==> config.mk <==
export PLATFORM = sky130hd
export DESIGN_NAME = imem_loader
export DESIGN_NICKNAME = d
export VERILOG_FILES = /design/src/rtl/imem_loader.sv
export SDC_FILE = /design/constraint.sdc
export NUM_CORES = 1
export LEC_CHECK = 0
export ABC_AREA = 0
export BUFFER_PORTS_ARGS = -buffer_cell sky130_fd_sc_hd__buf_2
export CORE_UTILIZATION = 40
export DETAILED_ROUTE_END_ITERATION = 10
export GPL_TIMING_DRIVEN = 0
export SYNTH_ARGS = -nofsm -noshare
export SYNTH_HDL_FRONTEND = slang
export SYNTH_SLANG_ARGS = --single-unit
==> constraint.sdc <==
create_clock -name clk -period 2.21 [get_ports clk]
set_input_delay 0 -clock clk [delete_from_list [all_inputs] [get_ports clk]]
set_output_delay 0 -clock clk [all_outputs]
set_load 0.02 [all_outputs]
==> src/rtl/imem_loader.sv <==
// Boot loader: frames a little-endian byte stream into 32-bit instruction-memory writes,
// holding the CPU in reset until the whole image has landed.
module imem_loader #(
  parameter int ADDR_WIDTH     = 10,
  parameter int TIMEOUT_CYCLES = 100000
) (
  input  logic                  clk,
  input  logic                  rst,
  input  logic                  in_valid,
  input  logic [7:0]            in_data,
  output logic                  in_ready,
  output logic                  imem_we,
  output logic [ADDR_WIDTH-1:0] imem_addr,
  output logic [31:0]           imem_wdata,
  output logic                  cpu_rst,
  output logic                  done,
  output logic                  err,
  output logic [15:0]           words_loaded
);

  // S_LAST covers the cycle of the final write pulse, so done rises right after it.
  typedef enum logic [2:0] {S_LEN0, S_LEN1, S_DATA, S_LAST, S_DONE, S_ERR} state_t;

  localparam int              TW        = (TIMEOUT_CYCLES > 1) ? $clog2(TIMEOUT_CYCLES) : 1;
  localparam logic [TW-1:0]   IDLE_LAST = TW'(TIMEOUT_CYCLES - 1);
  localparam logic [31:0]     CAPACITY  = 32'd1 << ADDR_WIDTH;

  state_t                r_state;
  state_t                w_state_next;
  logic [15:0]           r_len;
  logic [1:0]            r_byte_idx;
  logic [23:0]           r_buf;
  logic [TW-1:0]         r_idle;
  logic                  r_we;
  logic [ADDR_WIDTH-1:0] r_addr;
  logic [31:0]           r_wdata;
  logic [15:0]           r_words_loaded;

  logic                  w_loading;
  logic                  w_accept;
  logic                  w_timeout;
  logic                  w_last_word;
  logic [15:0]           w_len_full;

  assign w_loading   = (r_state == S_LEN1) || (r_state == S_DATA);
  assign in_ready    = !rst && ((r_state == S_LEN0) || w_loading);
  assign w_accept    = in_valid && in_ready;
  assign w_len_full  = {in_data, r_len[7:0]};
  assign w_last_word = (r_byte_idx == 2'd3) && ((r_words_loaded + 16'd1) == r_len);
  assign w_timeout   = (TIMEOUT_CYCLES != 0) && w_loading && !w_accept && (r_idle == IDLE_LAST);

  assign imem_we      = r_we && !rst;
  assign imem_addr    = r_addr;
  assign imem_wdata   = r_wdata;
  assign cpu_rst      = rst || (r_state != S_DONE);
  assign done         = (r_state == S_DONE);
  assign err          = (r_state == S_ERR);
  assign words_loaded = r_words_loaded;

  always_ff @(posedge clk) begin
    if (rst) r_state <= S_LEN0;
    else     r_state <= w_state_next;
  end

  always_comb begin
    w_state_next = r_state;
    case (r_state)
      S_LEN0: if (w_accept) w_state_next = S_LEN1;
      S_LEN1: begin
        if (w_accept) begin
          if ((w_len_full == 16'd0) || ({16'd0, w_len_full} > CAPACITY)) w_state_next = S_ERR;
          else                                                              w_state_next = S_DATA;
        end else if (w_timeout) begin
          w_state_next = S_ERR;
        end
      end
      S_DATA: begin
        if (w_accept && w_last_word) w_state_next = S_LAST;
        else if (w_timeout)          w_state_next = S_ERR;
      end
      S_LAST:  w_state_next = S_DONE;
      S_DONE:  w_state_next = S_DONE;
      S_ERR:   w_state_next = S_ERR;
      default: w_state_next = S_LEN0;
    endcase
  end

  always_ff @(posedge clk) begin
    if (rst) begin
      r_len          <= '0;
      r_byte_idx     <= '0;
      r_buf          <= '0;
      r_idle         <= '0;
      r_we           <= 1'b0;
      r_addr         <= '0;
      r_wdata        <= '0;
      r_words_loaded <= '0;
    end else begin
      r_we <= 1'b0;
      if (w_accept) begin
        r_idle <= '0;
        case (r_state)
          S_LEN0: r_len[7:0]  <= in_data;
          S_LEN1: r_len[15:8] <= in_data;
          S_DATA: begin
            if (r_byte_idx == 2'd3) begin
              r_we           <= 1'b1;
              r_addr         <= r_words_loaded[ADDR_WIDTH-1:0];
              r_wdata        <= {in_data, r_buf};
              r_words_loaded <= r_words_loaded + 16'd1;
              r_byte_idx     <= 2'd0;
            end else begin
              // Shift right so the first byte ends up in the least significant lane.
              r_buf      <= {in_data, r_buf[23:8]};
              r_byte_idx <= r_byte_idx + 2'd1;
            end
          end
          default: ;
        endcase
      end else if (w_loading) begin
        r_idle <= r_idle + TW'(1);
      end
    end
  end

endmodule
After elaboration in Yosys (flattened, before gate mapping)

Index checks and enable logic that the tools add are counted.

Logic and storage cells: 58
Input bits: 11
Bits in registers: 121
Output and inout port bits: 63

Multiplexer cells: 8
Add/sub/neg operators: 3
Equal/unequal tests: 10
Bitwise gates (word level): 3
Reductions and logical operators: 23
Magnitude comparators: 1

Operators by type and width:

| kind                                                 | count |
|---|---|
| adder 17 x 1 -> 17 bit, second input constant        | 1 |
| equality test 17 bit, second input constant          | 1 |
| adder 16 x 1 -> 16 bit, second input constant        | 1 |
| equality test 16 bit                                 | 1 |
| > comparator 16 x 11 -> 1 bit, second input constant | 1 |
| logical NOT 16 bit                                   | 1 |
| two-way mux 3 bit                                    | 5 |
| case mux 3 bit (5 select lines)                      | 1 |
| logical AND 1 bit                                    | 7 |
| equality test 3 x 2 -> 1 bit, second input constant  | 2 |
| equality test 3 bit, second input constant           | 2 |
| AND reduction 2 bit                                  | 3 |
| AND reduction 3 bit                                  | 2 |
| logical OR 1 bit                                     | 4 |
| OR reduction 2 bit                                   | 2 |
| equality test 3 x 1 -> 1 bit, second input constant  | 1 |
| logical NOT 3 bit                                    | 1 |
| inequality test 3 bit, second input constant         | 1 |
| NOT 1 bit                                            | 3 |
| OR reduction 3 bit                                   | 1 |
| adder 2 x 1 -> 2 bit, second input constant          | 1 |
| equality test 2 bit, second input constant           | 1 |
| logical NOT 1 bit                                    | 2 |
| two-way mux 2 bit                                    | 1 |
| other kinds (2)                                      | 2 |

Depth between registers and ports, before layout

Depth in word-level cells: 11
Mapped depth: 8
Depth with buffers taken out: 7

Worst setup path before layout

No wires, ideal clock.

Kind: flip-flop to flip-flop
Start: register r_words_loaded[1] (netlist: words_loaded[1])
End: register r_state[0]
Library setup time: 0.086 ns
Data required time: 2.124 ns
Arrival: 2.141 ns
Buffers on the path: 0
Period minus slack after synthesis: 2.227 ns
Path slack: -0.017 ns
Stages on the path, launching flop included: 8
Cell sequence: dfxtp_1 -> ha_1 -> nand4_1 -> nor4_1 -> xnor2_1 -> o2111ai_1 -> a2111o_1 -> a221oi_2

Cells in the longest elaborated chain, start to end: 6

Ends and longest elaborated chain:

| item                            | line | RTL |
|---|---|---|
| from (decl)                     | 37   | `logic [15:0] r_words_loaded;` |
| from (signal assigned)          | 110  | `r_words_loaded <= r_words_loaded + 16'd1;` |
| adder 16 x 1 -> 16 bit          | 49   | `assign w_last_word = (r_byte_idx == 2'd3) && ((r_words_loaded + 16'd1) == r_len);` |
| equality test 16 bit            | 49   |  |
| logical AND 1 bit               | 49   |  |
| logical AND 1 bit               | 78   | `if (w_accept && w_last_word) w_state_next = S_LAST;` |
| two-way mux 3 bit               | 78   |  |
| case mux 3 bit (5 select lines) | 67   | `case (r_state)` |
| to (signal assigned)            | 62   | `else r_state <= w_state_next;` |
| to (decl)                       | 28   | `state_t r_state;` |

No other way between the ends.
A chain may end at the register's enable or synchronous reset.

Worst setup path in the final report

Start: register r_words_loaded[0] (netlist: words_loaded[0])
End: register r_state[0]

Same word-level chain as after synthesis.

==> impl_summary.log <==
[metrics] combined global-route utilization of all metal layers: 20.42%
[metrics] Total Routed Length: approximately 13 mm
[metrics] combined buffer and inverter count along the critical path: 1
[metrics] critical path's largest stage delay: just over 400 ps
[metrics] Mapped Avg Cell Area: 8.237 µm²
[metrics] core area: 12670 µm²
[metrics] share of async-settable or async-resettable flops after synthesis: 0%
[metrics] min-delay src: in_valid
[metrics] Crit. End Element: register
[metrics] clock tree sinks: between 100 and 150
[metrics] Skew-Pair Late Insertion Delay: roughly 420 ps
[metrics] most instantiated library cell after synthesis: nand2_1
[metrics] summed negative setup slack over all endpoints: 0 ps
[metrics] power density over the cells: 765.8 nW/µm²
[metrics] DRC marker count from the first detailed-route iteration: 237
[metrics] Gate Count Post-Synth: between 600 and 700
[metrics] post-synthesis instance area: approximately 5200 µm²
[metrics] clock transition time at the flip-flop clock pins of the worst setup and hold paths: ~60 ps
[metrics] Initial Util: approximately two fifths
[metrics] number of unique standard cell types used by synthesis: 55
[metrics] largest net degree at the start of global routing: 17
[metrics] top_reg_cell synth: dfxtp_1
[metrics] fin. max-slew vios: 0
[metrics] worst setup path startpoint: words_loaded[0]
[metrics] Max rail drop VDD: 0.0005728 V
[metrics] Critical Path Source Type: register
[metrics] post-route clock skew: 6.779 ps
[metrics] synthesized net count: ~650
[metrics] count of antenna-violating nets left after detailed routing: 0
[metrics] fraction of final layout cells with drive strength greater than 1: a little under a fifth
[metrics] Tmin final: 2177 ps
[metrics] Die Wd: between 100 and 150 µm
[metrics] flip-flop and latch count after synthesis: roughly 120
[metrics] Setup-failing EPs final: 0
[metrics] cell types with the largest area share after synthesis: dfxtp_1, nand2_1, a21oi_1
[metrics] worst min path class: input port to register
[metrics] DRC viols: 0
[metrics] cell-by-cell trace of the critical path: ha_4 > nand4_1 > buf_4 > nor4_1 > a21oi_1 > nand2b_1 > a2111o_1 > a221oi_2
[metrics] number of antenna violations at the first check in global routing: 0
[metrics] depth of the worst register-to-register path: 8
[metrics] top post-synthesis cells by count: nand2_1, dfxtp_1, a21oi_1, nor2_1, xnor2_1
[metrics] Worst Path Class, Setup: register to register
[metrics] fill cell count: 1233
[metrics] unrepaired setup endpoints after global routing: yes
[metrics] CTS tree: done
[metrics] wire length of the first global-routing pass: 20.80 mm
[metrics] max-cap violation count: 0
[metrics] Final Wtd Congestion: approximately 0.84
[metrics] CTS H-Tree Depth: 4
[metrics] worst reg2reg startpoint: words_loaded[0]
[metrics] register-to-register setup slack: ~33 ps
[metrics] number of top-level pins: 74
[metrics] Critical Path Fanout Max: 8
[metrics] library cell used as clock root buffer: clkbuf_16
[metrics] via-per-instance ratio: roughly 5
[metrics] routed length per instance: between 10 and 15 µm
[metrics] kind of cell adding the most delay to the critical path: compound AO/OA/AOI/OAI gates
[metrics] Post-synth EDFFs: 0
[metrics] worst rel slew slack: between 40% and 50%
[metrics] area leader, netlist: dfxtp_1
[metrics] DIE HEIGHT: ~120 µm
[metrics] transition time at the pin with the least slew margin: between 800 and 900 ps
[metrics] post-synthesis to final-layout area growth: 23.65%
[metrics] slowest cell on the critical path: dfxtp_1
[metrics] Antenna Diode Count: 0
[metrics] number of global-route vias before repair: approximately 4300
[metrics] highest clock rate: approximately 460 MHz
[metrics] run status: finished, final reports clean
[metrics] total CTS buffers: 17
[metrics] total leakage power: between 2 and 3 nW
[metrics] count of input and output buffers: 72
[metrics] sequential-to-total area share from yosys stat: 46.38%
[metrics] Std-Cell Rows: 41
[metrics] warnings from Yosys: 0
[metrics] buffer levels on the longest clock path: 2
[metrics] area share of the largest cell type after synthesis: a little under half
[metrics] worst hold path stage count: 4
[metrics] Net count, final: 750
[metrics] CP required: about 2600 ps
[metrics] total power of the final layout: slightly below 5 mW
[metrics] period utilisation layout: 98.49%
[metrics] Crit path depth: 8
[metrics] DRT Pass-1 Iters: 4
[metrics] Die Outline Area: between 10000 and 15000 µm²
[metrics] number of endpoints with negative hold slack in the final report: 0
[metrics] data arrival at the endpoint of the critical path: 2510 ps
[metrics] Vias: roughly 4600
[metrics] dpl hpwl: a little over 9 mm
[metrics] total gr overflow: 0
## cell families after synthesis
kind of cell               share of synthesized area, %
and+or+nand+nor                                   25.18
DFF                                               46.38
AOI/OAI and AO/OA                                 11.45
xor gates and xnor gates                          9.032
buffers and inverters                             4.168
muxes                                             3.067
adders and majority gates                        0.7188
## worst paths after layout
check,end
worst max-delay path,r_state[0]
worst min-delay path,r_byte_idx[1]
worst max register to register,r_state[0]
worst min register to register,imem_addr[5]
## final cells by class
cell class	instances	area, µm²	share of cell area (%)
sequential	121	2422	37.51
tap	172	215.2	3.333
clock buffer	23	457.9	7.092
clock inverter	9	75.07	1.163
multi-input combinational	465	2601	40.28
inverter	7	26.28	0.4069
timing repair buffer	83	462.9	7.169
buffer	41	196.4	3.042
## timing repair
action / 4_1_cts / 5_1_grt
setup buffers: 0 / 3
gates cloned: 0 / 0
hold endpoints to repair: 32 / 0
setup endpoints to repair: 29 / 28
pin swaps: 2 / 2
gates resized for setup: 4 / 3
hold buffers: 8 / 0
## sequential cells by signal (all words and copies together), names as in the netlist
name	count
words_loaded	16
r_byte_idx	2
r_buf	24
r_we	1
r_idle	17
imem_addr	10
imem_wdata	32
r_state	3
r_len	16
## power breakdown
group	internal [mW]	switching [mW]
Combinational	0.0805	0.129
Sequential	2.20	0.0153
Clock	1.56	0.961
## layout by cell type (no fill, tap or decap), types with 8 or more instances in the layout
cell type | Yosys | layout
xnor2_1 | 31 | 31
xor2_1 | 21 | 21
dfxtp_1 | 121 | 121
nand2_1 | 147 | 147
nand3_1 | 11 | 11
buf_2 | 10 | 82
mux2i_1 | 16 | 16
clkbuf_16 | 0 | 17
a21oi_1 | 76 | 76
clkbuf_1 | 22 | 23
nor2_1 | 61 | 61
dlygate4sd3_1 | 0 | 8
nand4_1 | 11 | 11
o21ai_0 | 10 | 10
## worst reg2reg max path: cells and delay by family, from the launching register on
kind / cells / cell delay, ps
compound gates: 3 / 660
fa+ha+maj: 1 / 210
buf+inv: 1 / 220
flops: 1 / 410
simple gates: 3 / 610
## per-stage QoR
stage	instances	utilization (%)	hold slack, ps	worst slack (ps)	cell area, µm²
floorplan	634	-	136.0	10.12	5225
global placement	878	45.78	301.5	-126.3	5801
detailed placement	878	45.78	306.7	-122.2	5801
CTS	918	50.70	47.06	-0.7194	6424
global route	921	50.96	84.44	-103.3	6457
finish	921	50.96	64.64	33.44	6457
## metal layers
metal	track usage (%)	share of wire [%]
met3	6.331	5.5
met5	0	0
met4	9.060	1.4
met2	32.70	47
met1	25.21	46
Power figures use the tool's default switching activity.
